<file path="src/rtl/jk_bank_sequencer.sv">
// Sequences one-cycle J/K drive pulses into a bank of JK flip-flops for clear/set/load/toggle/count
// commands, then checks the bank's Q one cycle after each pulse and latches any mismatch in a sticky Err.
module jk_bank_sequencer #(
    parameter int WIDTH = 4,
    parameter int CNT_W = 8
) (
    input  logic             CLK,
    input  logic             RST,
    input  logic             CmdValid,
    output logic             CmdReady,
    input  logic [2:0]       Cmd,
    input  logic [WIDTH-1:0] Data,
    input  logic [CNT_W-1:0] Steps,
    input  logic [WIDTH-1:0] Q,
    output logic [WIDTH-1:0] J,
    output logic [WIDTH-1:0] K,
    output logic             Busy,
    output logic             Done,
    output logic             Err
);
    typedef enum logic [1:0] {IDLE, DRIVE, SETTLE} state_t;

    localparam logic [2:0] OP_CLEAR  = 3'd1;
    localparam logic [2:0] OP_SET    = 3'd2;
    localparam logic [2:0] OP_LOAD   = 3'd3;
    localparam logic [2:0] OP_TOGGLE = 3'd4;
    localparam logic [2:0] OP_UP     = 3'd5;
    localparam logic [2:0] OP_DOWN   = 3'd6;
    localparam logic [2:0] OP_RSVD   = 3'd7;

    state_t           state_q;
    logic [2:0]       op_q;
    logic [WIDTH-1:0] data_q;
    logic [CNT_W-1:0] steps_q;
    logic [WIDTH-1:0] exp_q;
    logic [WIDTH-1:0] j_q, k_q;
    logic             done_q, err_q;

    logic [2:0]       pat_op;
    logic [WIDTH-1:0] pat_data;
    logic [WIDTH-1:0] chain_up, chain_dn;
    logic [WIDTH-1:0] j_d, k_d, exp_d;
    logic             is_count, starts_drive;

    // In IDLE the pattern comes from the incoming command; on a count re-drive it comes from the captured one.
    always_comb begin
        pat_op   = (state_q == IDLE) ? Cmd  : op_q;
        pat_data = (state_q == IDLE) ? Data : data_q;
        chain_up = '0;
        chain_dn = '0;
        chain_up[0] = 1'b1;
        chain_dn[0] = 1'b1;
        for (int i = 1; i < WIDTH; i++) begin
            chain_up[i] = chain_up[i-1] & Q[i-1];
            chain_dn[i] = chain_dn[i-1] & ~Q[i-1];
        end
        j_d   = '0;
        k_d   = '0;
        exp_d = '0;
        case (pat_op)
            OP_CLEAR:  begin j_d = '0;       k_d = '1;        exp_d = '0;            end
            OP_SET:    begin j_d = '1;       k_d = '0;        exp_d = '1;            end
            OP_LOAD:   begin j_d = pat_data; k_d = ~pat_data; exp_d = pat_data;      end
            OP_TOGGLE: begin j_d = pat_data; k_d = pat_data;  exp_d = Q ^ pat_data;  end
            OP_UP:     begin j_d = chain_up; k_d = chain_up;  exp_d = Q + WIDTH'(1); end
            OP_DOWN:   begin j_d = chain_dn; k_d = chain_dn;  exp_d = Q - WIDTH'(1); end
            default:   begin j_d = '0;       k_d = '0;        exp_d = '0;            end
        endcase
        is_count     = (Cmd == OP_UP) || (Cmd == OP_DOWN);
        starts_drive = ((Cmd >= OP_CLEAR) && (Cmd <= OP_TOGGLE)) ||
                       (is_count && (Steps != '0));
    end

    always_ff @(posedge CLK or posedge RST) begin
        if (RST) begin
            state_q <= IDLE;
            op_q    <= '0;
            data_q  <= '0;
            steps_q <= '0;
            exp_q   <= '0;
            j_q     <= '0;
            k_q     <= '0;
            done_q  <= 1'b0;
            err_q   <= 1'b0;
        end else begin
            done_q <= 1'b0;
            j_q    <= '0;
            k_q    <= '0;
            case (state_q)
                IDLE: begin
                    if (CmdValid) begin
                        op_q   <= Cmd;
                        data_q <= Data;
                        if (starts_drive) begin
                            state_q <= DRIVE;
                            j_q     <= j_d;
                            k_q     <= k_d;
                            exp_q   <= exp_d;
                            steps_q <= is_count ? Steps : CNT_W'(1);
                        end else begin
                            done_q <= 1'b1;
                            if (Cmd == OP_RSVD) err_q <= 1'b1;
                        end
                    end
                end
                DRIVE: state_q <= SETTLE;
                SETTLE: begin
                    if (Q != exp_q) err_q <= 1'b1;
                    if (steps_q > CNT_W'(1)) begin
                        steps_q <= steps_q - CNT_W'(1);
                        state_q <= DRIVE;
                        j_q     <= j_d;
                        k_q     <= k_d;
                        exp_q   <= exp_d;
                    end else begin
                        state_q <= IDLE;
                        done_q  <= 1'b1;
                    end
                end
                default: state_q <= IDLE;
            endcase
        end
    end

    assign CmdReady = (state_q == IDLE) && !RST;
    assign Busy     = (state_q != IDLE);
    assign J        = j_q;
    assign K        = k_q;
    assign Done     = done_q;
    assign Err      = err_q;
endmodule

</file>
<file path="config.mk">
export PLATFORM = sky130hd
export DESIGN_NAME = jk_bank_sequencer
export DESIGN_NICKNAME = d
export VERILOG_FILES = /design/src/rtl/jk_bank_sequencer.sv
export SDC_FILE = /design/constraint.sdc
export NUM_CORES = 1
export LEC_CHECK = 0
export ABC_AREA = 1
export CAP_MARGIN = 25
export CORE_ASPECT_RATIO = 0.6
export CORE_UTILIZATION = 53
export DETAILED_ROUTE_END_ITERATION = 8
export GPL_ROUTABILITY_DRIVEN = 0
export PLACE_DENSITY = 0.8
export REMOVE_ABC_BUFFERS = 1
export SLEW_MARGIN = 10
export SYNTH_ARGS = -nofsm -noshare
export SYNTH_HDL_FRONTEND = slang
export SYNTH_SLANG_ARGS = --single-unit
</file>
<file path="constraint.sdc">
create_clock -name CLK -period 2.3 [get_ports CLK]
set_input_delay 0.23 -clock CLK [delete_from_list [all_inputs] [get_ports CLK]]
set_output_delay 0.23 -clock CLK [all_outputs]
set_load 0.02 [all_outputs]
</file>
==> reports/results.txt, run 1 <==
The antenna diode instance count came out at 0. The worst setup path is captured at a flip-flop. The worst min-delay path category is input pin to async pin.

After clock tree synthesis, the flow added hold-fix buffers numbering 0. The tools report the final cell count without fillers as 361. The post-synthesis async set-or-reset flop share was 100%. The routed design could run at a clock period as short as 2120 ps.

Across the run, the number of max-cap violations was 0. In this run the cell area of the synthesized design comes to 2000 um2. The critical path is of the flip-flop to flip-flop type. Post-route DRC violation count: 0. Once detail routing completed, the nets flagged for antenna violations numbered 0. The HPWL after detailed placement was 3710 um. The number of max-slew violations in the final report was 0; the number of synthesized flops with an enable pin was 0.

In this run, flip-flops and latches consume 47.3% of the power. In this design, the critical path's most frequently occurring cell is sky130_fd_sc_hd__nand2_1. Synthesis handed over a netlist of 278 instances.

The cell type contributing the most total cell area after synthesis is sky130_fd_sc_hd__dfrtp_1. Setup repair after global routing left no endpoint under its margin. On the critical path, the stage with the largest delay is an instance of sky130_fd_sc_hd__dfrtp_1.

STA puts the critical path data required time at 2470 ps. The first-pass iteration count of the detailed router is 4. In this run, CTS created clock tree buffers numbering 5.

By area the synthesized netlist is led by sky130_fd_sc_hd__dfrtp_1, sky130_fd_sc_hd__nand2_1, sky130_fd_sc_hd__nor2_1. The worst-case reg-to-reg path depth was 13. The register area share after synthesis is 38.8%. The critical path goes through nor2_4 -> nand2_1 -> nand2_2 -> nand4_1 -> nand2_1 -> inv_2 -> ha_1 -> nor2_1 -> a21oi_1 -> o21ai_0 -> nand2_1 -> nand2_1 -> nand2_1. Of the cells placed in the final design, the portion with a size suffix greater than 1 is 8.54%.

The count of buffers added on input and output ports is 33. The root buffer cell chosen for the clock tree is sky130_fd_sc_hd__clkbuf_8. The number of inserted filler cells in the final layout was 270. The total via count after detailed routing was 1911; the via-per-instance ratio was 5.29.

Compared with the post-synthesis result, the final layout area differs by 23.4%. Number of setup buffers added after CTS: 0. For the pin with the worst max-slew slack, the measured transition is 663 ps.

The detailed router finished its first iteration with 251 violations. The logic gate share of total power is 15.8%. By count the netlist is led by sky130_fd_sc_hd__nand2_1, sky130_fd_sc_hd__nor2_1, sky130_fd_sc_hd__inv_1, sky130_fd_sc_hd__dfrtp_1, sky130_fd_sc_hd__o21ai_0.

The die is 81.2 um wide. After routing, the total negative slack on setup checks comes to 0 ps. Synthesis instantiated 33 different standard cells from the library. At the placement stage, the worst setup path has a slack of 107 ps.

Entering global routing, the biggest net connects 32 pins. Across the VDD grid, the largest voltage drop is 0.356 mV. The initial utilization of the core area, before any placement, comes to 58.3%. Launching point of the worst reg2reg path: state_q[1]. For this design the static power due to leakage is 1.20 nW. The CTS clock-pin slew for the worst setup and hold paths came out at 70 ps. The total power divided by cell area is 487 nW/um2, and the initial antenna violation count is 0. The tools report the count of clock tree sinks as 31. The final setup skew is 5.91 ps, and the final clock period utilization by the worst path is 92.0%. The library cell with the highest instance count after synthesis is sky130_fd_sc_hd__nand2_1. The tools report the internal power component as 872 uW.

The endpoint identified for the worst register-to-register timing path is exp_q[2]. The maximum buffer depth of the clock tree was 2. The total global-route track usage is 27.4%, and the number of placement rows is 16. TritonCTS built the clock tree.

The clock network accounts for 36.9% of the total power. The tools report the sum of overflow across all layers after global routing as 0. For the area of the placeable core, the log shows 3420 um2. After detailed routing, the total wire length is 4840 um. The run gives 55.3% as the headroom to the max-slew limit. The die covers 4030 um2. Number of top-level design ports: 34. The via count of the first global-routing pass was 1708. Of the total power, the share spent switching nets is 27.3%. The clock latency of the later-clocked register in the worst-skew pair came out at 290 ps.

STA classifies the critical path startpoint as a flip-flop. The flow ran to the end, and the final reports show no timing, DRC or antenna violations. The share of Yosys cell area claimed by the top area cell type is 38.8%, and the number of H-tree levels is 2. Dividing the detail-routed wire length by the instance count gives 13.4 um. The highest attainable clock frequency came out at 473 MHz.

The synthesized flop and latch total came out at 31. The number of synthesis warnings was 0; the final-report hold violation count was 0. Once placement completed, the tool counted placed cells totaling 354. The delay of the slowest cell on the worst path was 430 ps; the count of endpoints failing setup in the final report was 0.

The setup slack of the worst register-to-register path was 180 ps. The sequential cells in the finished layout cover a total of 776 um2. The post-synthesis average cell area is 7.18 um2, and the final-stage net count is 341.

STA puts the critical path data arrival time at 2290 ps. The first global-routing pass estimated 8170 um of wire. Setup slack on the critical path of the routed design comes to 184 ps. In this run the worst path has a maximum fanout of 10. Summed over all nets, the switching power comes to 328 uW. The primary flip-flop cell chosen by synthesis mapping is sky130_fd_sc_hd__dfrtp_1. From bottom edge to top edge, the die measures 49.5 um.

The post-cts repair resize count is 0, and the multi-input combinational cell area is 1070 um2.
==> cells in the final DEF, fill, tap and decap left out, types with 3 or more instances in the layout <==
cell type / instances
sky130_fd_sc_hd__clkbuf_8: 6
sky130_fd_sc_hd__inv_2: 4
sky130_fd_sc_hd__dfrtp_1: 31
sky130_fd_sc_hd__o21ai_0: 23
sky130_fd_sc_hd__a21oi_1: 10
sky130_fd_sc_hd__nor2_1: 39
sky130_fd_sc_hd__inv_1: 32
sky130_fd_sc_hd__clkdlybuf4s50_1: 33
sky130_fd_sc_hd__nand3_1: 12
sky130_fd_sc_hd__ha_1: 3
sky130_fd_sc_hd__nand2_2: 5
sky130_fd_sc_hd__nand2_1: 72
sky130_fd_sc_hd__nor4_1: 3
sky130_fd_sc_hd__nor3_1: 4
sky130_fd_sc_hd__xor2_1: 9
==> worst max-delay path by stage <==
stage | from | endpoint | slack, ps | cells after the start
3_5_place_dp | Cmd[0] | steps_q[0] | 110 | 10
4_1_cts | state_q[1] | exp_q[2] | 250 | 13
2_1_floorplan | state_q[1] | exp_q[2] | 490 | 13
3_3_place_gp | Cmd[0] | steps_q[7] | 130 | 10
5_1_grt | state_q[1] | exp_q[2] | 3 | 13
6_report | state_q[1] | exp_q[2] | 180 | 13
==> routing by layer <==
metal  global-route usage (%)  routed length, um  share of wire (%)  vias to the layer above
li1                         -                  -                  -                      970
met1                     40.3               2390                 49                      847
met2                     38.0               1920                 40                       87
met3                     9.07                488                 10                        7
met4                     7.14                 46               0.95                        0
met5                        0                  0                  0                        -
==> power groups by stage <==
stage | Combinational (mW) | Sequential, mW | Clock [mW]
2_1_floorplan | 0.112 | 0.576 | 0
3_3_place_gp | 0.183 | 0.578 | 0
3_5_place_dp | 0.186 | 0.578 | 0
4_1_cts | 0.187 | 0.568 | 0.445
5_1_grt | 0.213 | 0.569 | 0.471
6_report | 0.189 | 0.568 | 0.443
==> critical path, delay by kind of cell (launching register included) <==
kind                     cells  cell delay [ps]
AND/OR/NAND/NOR              9             1210
AO/OA/AOI/OAI                2              150
adder cells (fa/ha/maj)      1              170
flip-flops                   1              430
buffers and inverters        1               40
==> sequential cells by signal, indices dropped and copies added (netlist names) <==
signal,flops
Done,1
op_q,3
J,4
K,4
Err,1
state_q,2
exp_q,4
steps_q,8
data_q,4
==> through the flow <==
stage / instance area, um2 / util (%) / hold slack, ps / power (mW)
2_1_floorplan: 1980 / - / 334 / 0.688
3_3_place_gp: 2380 / 69.4 / 469 / 0.761
3_5_place_dp: 2380 / 69.4 / 470 / 0.764
4_1_cts: 2460 / 72.0 / 378 / 1.20
5_1_grt: 2460 / 72.0 / 437 / 1.25
6_report: 2460 / 72.0 / 355 / 1.20
==> area by class of cell <==
type,count,area share (%)
clock buffers,6,3.35
flip-flops and latches,31,31.5
clock inverters,1,0.203
multi-input cells,208,43.5
repair buffers,34,13.7
well taps,45,2.29
inverters,36,5.49
==> logic make-up (layout without fill, tap and decap cells) <==
group	count (synthesis)	in the layout	synth area share, %
AO/OA/AOI/OAI	49	49	14.7
XOR/XNOR	9	9	3.95
adder cells (fa/ha/maj)	3	3	1.88
buffers and inverters	39	77	7.52
flip-flops	31	31	38.8
multiplexers	1	1	0.501
AND/OR/NAND/NOR	146	146	32.6
No activity file was read; power rests on OpenSTA's default activity.
==> run 2, diff against run 1 <==
--- a/config.mk
+++ b/config.mk
@@ -6,6 +6,7 @@
 export NUM_CORES = 1
 export LEC_CHECK = 0
 export ABC_AREA = 1
+export ABC_CLOCK_PERIOD_IN_PS = 2300
 export CAP_MARGIN = 25
 export CORE_ASPECT_RATIO = 0.6
 export CORE_UTILIZATION = 53
==> results of run 2 <==
No change in the layout: final DEF, timing and power equal those of run 1.
==> run 3, diff against run 2 <==
--- a/config.mk
+++ b/config.mk
@@ -8,7 +8,6 @@
 export ABC_AREA = 1
 export ABC_CLOCK_PERIOD_IN_PS = 2300
 export CAP_MARGIN = 25
-export CORE_ASPECT_RATIO = 0.6
 export CORE_UTILIZATION = 53
 export DETAILED_ROUTE_END_ITERATION = 8
 export GPL_ROUTABILITY_DRIVEN = 0
==> run 3 against run 2 <==
Against the previous run: first-iteration DRC count is 59% lower; clock-buffer cell count stayed put; setup slack better by 63 ps; die area is 0.21% lower; fmax is 3.0% higher; register-to-register slack better by 60 ps; sequential cell count stayed put; sequential power hardly changed; combinational power hardly changed; largest power group unchanged.
==> reports/results.txt, run 3 (synthesis results as in run 1) <==
The flow ran to the end, and the final reports show no timing, DRC or antenna violations. The HPWL after detailed placement was 3320 um (-11%); the sum of overflow across all layers after global routing was 0 (unchanged). The via count of the first global-routing pass was 1695 (-0.76%); the final-report hold violation count was 0 (unchanged).

The kind of cell adding the most delay to the critical path was simple AND/OR/NAND/NOR gates. The time the worst path needs with I/O delays and setup came out at 2050 ps (-62.6 ps). The tree is rooted in a sky130_fd_sc_hd__clkbuf_8. The transition time at the pin with the least slew margin works out to 615 ps (-48.3 ps). The count of endpoints failing setup in the final report came out at 0 (unchanged). The critical path's most frequent cell is sky130_fd_sc_hd__nand2_1. The first-pass iteration count of the detailed router was 5 (+1); the total power divided by cell area was 464 nW/um2 (-4.7%).

The tools report the number of design-rule violations left by the first detailed-router iteration as 102 (-59%). The number of setup buffers added after CTS came out at 0 (unchanged). STA classifies the critical path endpoint as a flip-flop. The area added between synthesis and finish works out to 23.4% (about the same). The final-stage net count was 343 (+0.59%).

The flip-flop count of the largest register after layout was 8 (unchanged); the via-per-instance ratio was 5.19 (-2.0%). For the initial antenna violation count, the log shows 0 (unchanged). The fraction of final layout cells sized beyond drive strength 1 is 8.52% (-0.027 points), and the die area is 4020 um2 (-0.21%). The tools report the largest net degree at the start of global routing as 32 (unchanged).

The delay of the slowest cell on the worst path is 420 ps (about the same), and the first-pass GRT wire length is 7580 um (-7.3%). The worst hold-check slack came out at 357 ps (+1.79 ps). The critical path is of the flip-flop to flip-flop type. The run gives 2470 ps (about the same) as the required time reported for the critical path endpoint. Critical path depth: 13 (unchanged). The run gives 280 ps (about the same) as the clock latency of the later-clocked register in the worst-skew pair. The headroom to the max-slew limit was 58.6% (+3.3 points); the antenna diode instance count was 0 (unchanged). The number of placement rows was 21 (+5); the number of H-tree levels was 2 (unchanged). The met1 demand-to-capacity share in global routing was 32.9% (-7.4 points). Highest-delay cell along the critical path: sky130_fd_sc_hd__dfrtp_1. Traced cell by cell, the critical path runs through nor2_4 -> nand2_1 -> nand2_2 -> nand4_1 -> nand2_1 -> inv_2 -> ha_1 -> nor2_1 -> a21oi_1 -> o21ai_0 -> nand2_1 -> nand2_1 -> nand2_1. More flip-flops sit in one register than any other, and that register is steps_q. The final wirelength was 4460 um (-7.9%); the highest net fanout along the worst path was 10 (unchanged).

The total via count after detailed routing came out at 1884 (-1.4%). The post-cts repair resize count is 0 (unchanged), and the worst-case reg-to-reg path depth is 13 (unchanged). The count of nets left with antenna violations after detail routing is 0 (unchanged), and the area of all sequential standard cells is 776 um2 (unchanged). Number of max-slew violations in the final report: 0 (unchanged). The multi-input combinational cell area was 1070 um2 (unchanged); the data arrival time of the critical path was 2220 ps (-70 ps). For the number of top-level design ports, the log shows 34 (unchanged). For the met2 usage, the log shows 39.8% (+1.8 points). For the maximum buffer depth of the clock tree, the log shows 2 (unchanged). The logs give 487 MHz (+3.0%) for the highest attainable clock frequency and 2390 um2 (+0.68%) for the placed cell area.

The final setup skew was 8.72 ps (+2.81 ps). The count of maximum capacitance violations is 0 (unchanged), and the horizontal extent of the die is 63.4 um (-22%). The number of CTS-inserted buffers came out at 5 (unchanged).

For the starting utilization of the core area, the log shows 57.6% (-0.76 points). The post-route DRC violation count was 0 (unchanged). The number of inserted filler cells in the final layout is 313 (+16%), and the area of the placeable core is 3470 um2 (+1.3%).

The tools report the kind of start point of the critical path as a flip-flop. TritonCTS built the clock tree. The final cell count without fillers is 363 (+0.55%), and the final clock period utilization by the worst path is 89.3% (-2.7 points). The per-cell routed wire length was 12.3 um (-8.4%); the post-layout instance area was 2460 um2 (about the same).

In the layout the commonest cells are sky130_fd_sc_hd__nand2_1, sky130_fd_sc_hd__nor2_1, sky130_fd_sc_hd__clkdlybuf4s50_1. The tools report the leakage power summed over all cells as 1.20 nW (about the same). For the number of hold buffers added after cts, the log shows 0 (unchanged). The tools report the total global-route track usage as 24.6% (-2.8 points). The most common library cell in the layout ignoring fill and taps was sky130_fd_sc_hd__nand2_1. The run gives 31 (unchanged) as the count of clock tree sinks. The worst min-delay path category was input pin to async pin. Number of cells in the design after placement: 357 (+0.85%).

Count of input and output buffers: 33 (unchanged). For the accumulated negative setup slack, the log shows 0 ps (unchanged). The maximum VDD drop was 0.365 mV (+2.5%); the number of buffers and inverters on the critical path was 1 (unchanged).

The most utilized layer in the global route result is met2. The CTS clock-pin slew for the worst setup and hold paths came out at 60 ps (about the same). Setup repair after global routing left no endpoint under its margin. The met3 capacity usage during global routing is 5.07% (-4.0 points), and the height of the die is 63.4 um (+28%).
-- run 3: stage by stage --
stage	utilization [%]	worst slack, ps	power [mW]
6_report	71.1	247	1.14
4_1_cts	71.1	276	1.15
5_1_grt	71.1	73.0	1.19
2_1_floorplan	-	493	0.688
3_5_place_dp	69.0	166	0.762
3_3_place_gp	69.0	177	0.760
-- run 3: area by class of cell --
| class | count | share of cell area [%] |
|---|---|---|
| Multi-Input combinational cell | 208 | 43.5 |
| Sequential cell | 31 | 31.5 |
| Timing Repair Buffer | 36 | 14.3 |
| Inverter | 36 | 5.48 |
| Clock buffer | 6 | 2.94 |
| Tap cell | 46 | 2.34 |
-- run 3: worst register-to-register path, cell delays in order (launching register included) --
cell and delay (ps):
sky130_fd_sc_hd__dfrtp_1 420, sky130_fd_sc_hd__nor2_4 230, sky130_fd_sc_hd__nand2_1 90, sky130_fd_sc_hd__nand2_2 180
sky130_fd_sc_hd__nand4_1 200, sky130_fd_sc_hd__nand2_1 120, sky130_fd_sc_hd__inv_2 40, sky130_fd_sc_hd__ha_1 160
sky130_fd_sc_hd__nor2_1 140, sky130_fd_sc_hd__a21oi_1 90, sky130_fd_sc_hd__o21ai_0 70, sky130_fd_sc_hd__nand2_1 70
sky130_fd_sc_hd__nand2_1 70, sky130_fd_sc_hd__nand2_1 50
-- run 3: power breakdown --
group	internal, mW	total [mW]	switching, mW
sequential	0.560	0.567	0.00758
combinational	0.0796	0.187	0.107
clock	0.201	0.390	0.189
total	0.841	1.14	0.303
-- run 3: per-layer routing --
layer / vias up / part of all wire (%)
met5: - / 0
met4: 0 / 1.2
met3: 8 / 5.3
met2: 53 / 45
met1: 851 / 48
li1: 972 / -
-- run 3: path summary, 6_finish.rpt --
check                             endpoint  slack [ps]  startpoint
worst max-delay path              exp_q[2]         250  state_q[1]
worst min-delay path            state_q[1]         360         RST
worst min register to register   data_q[0]         470   data_q[0]
worst max register to register    exp_q[2]         250  state_q[1]
min in group CLK                 data_q[0]         470   data_q[0]
max in group asynchronous             J[1]        1650         RST
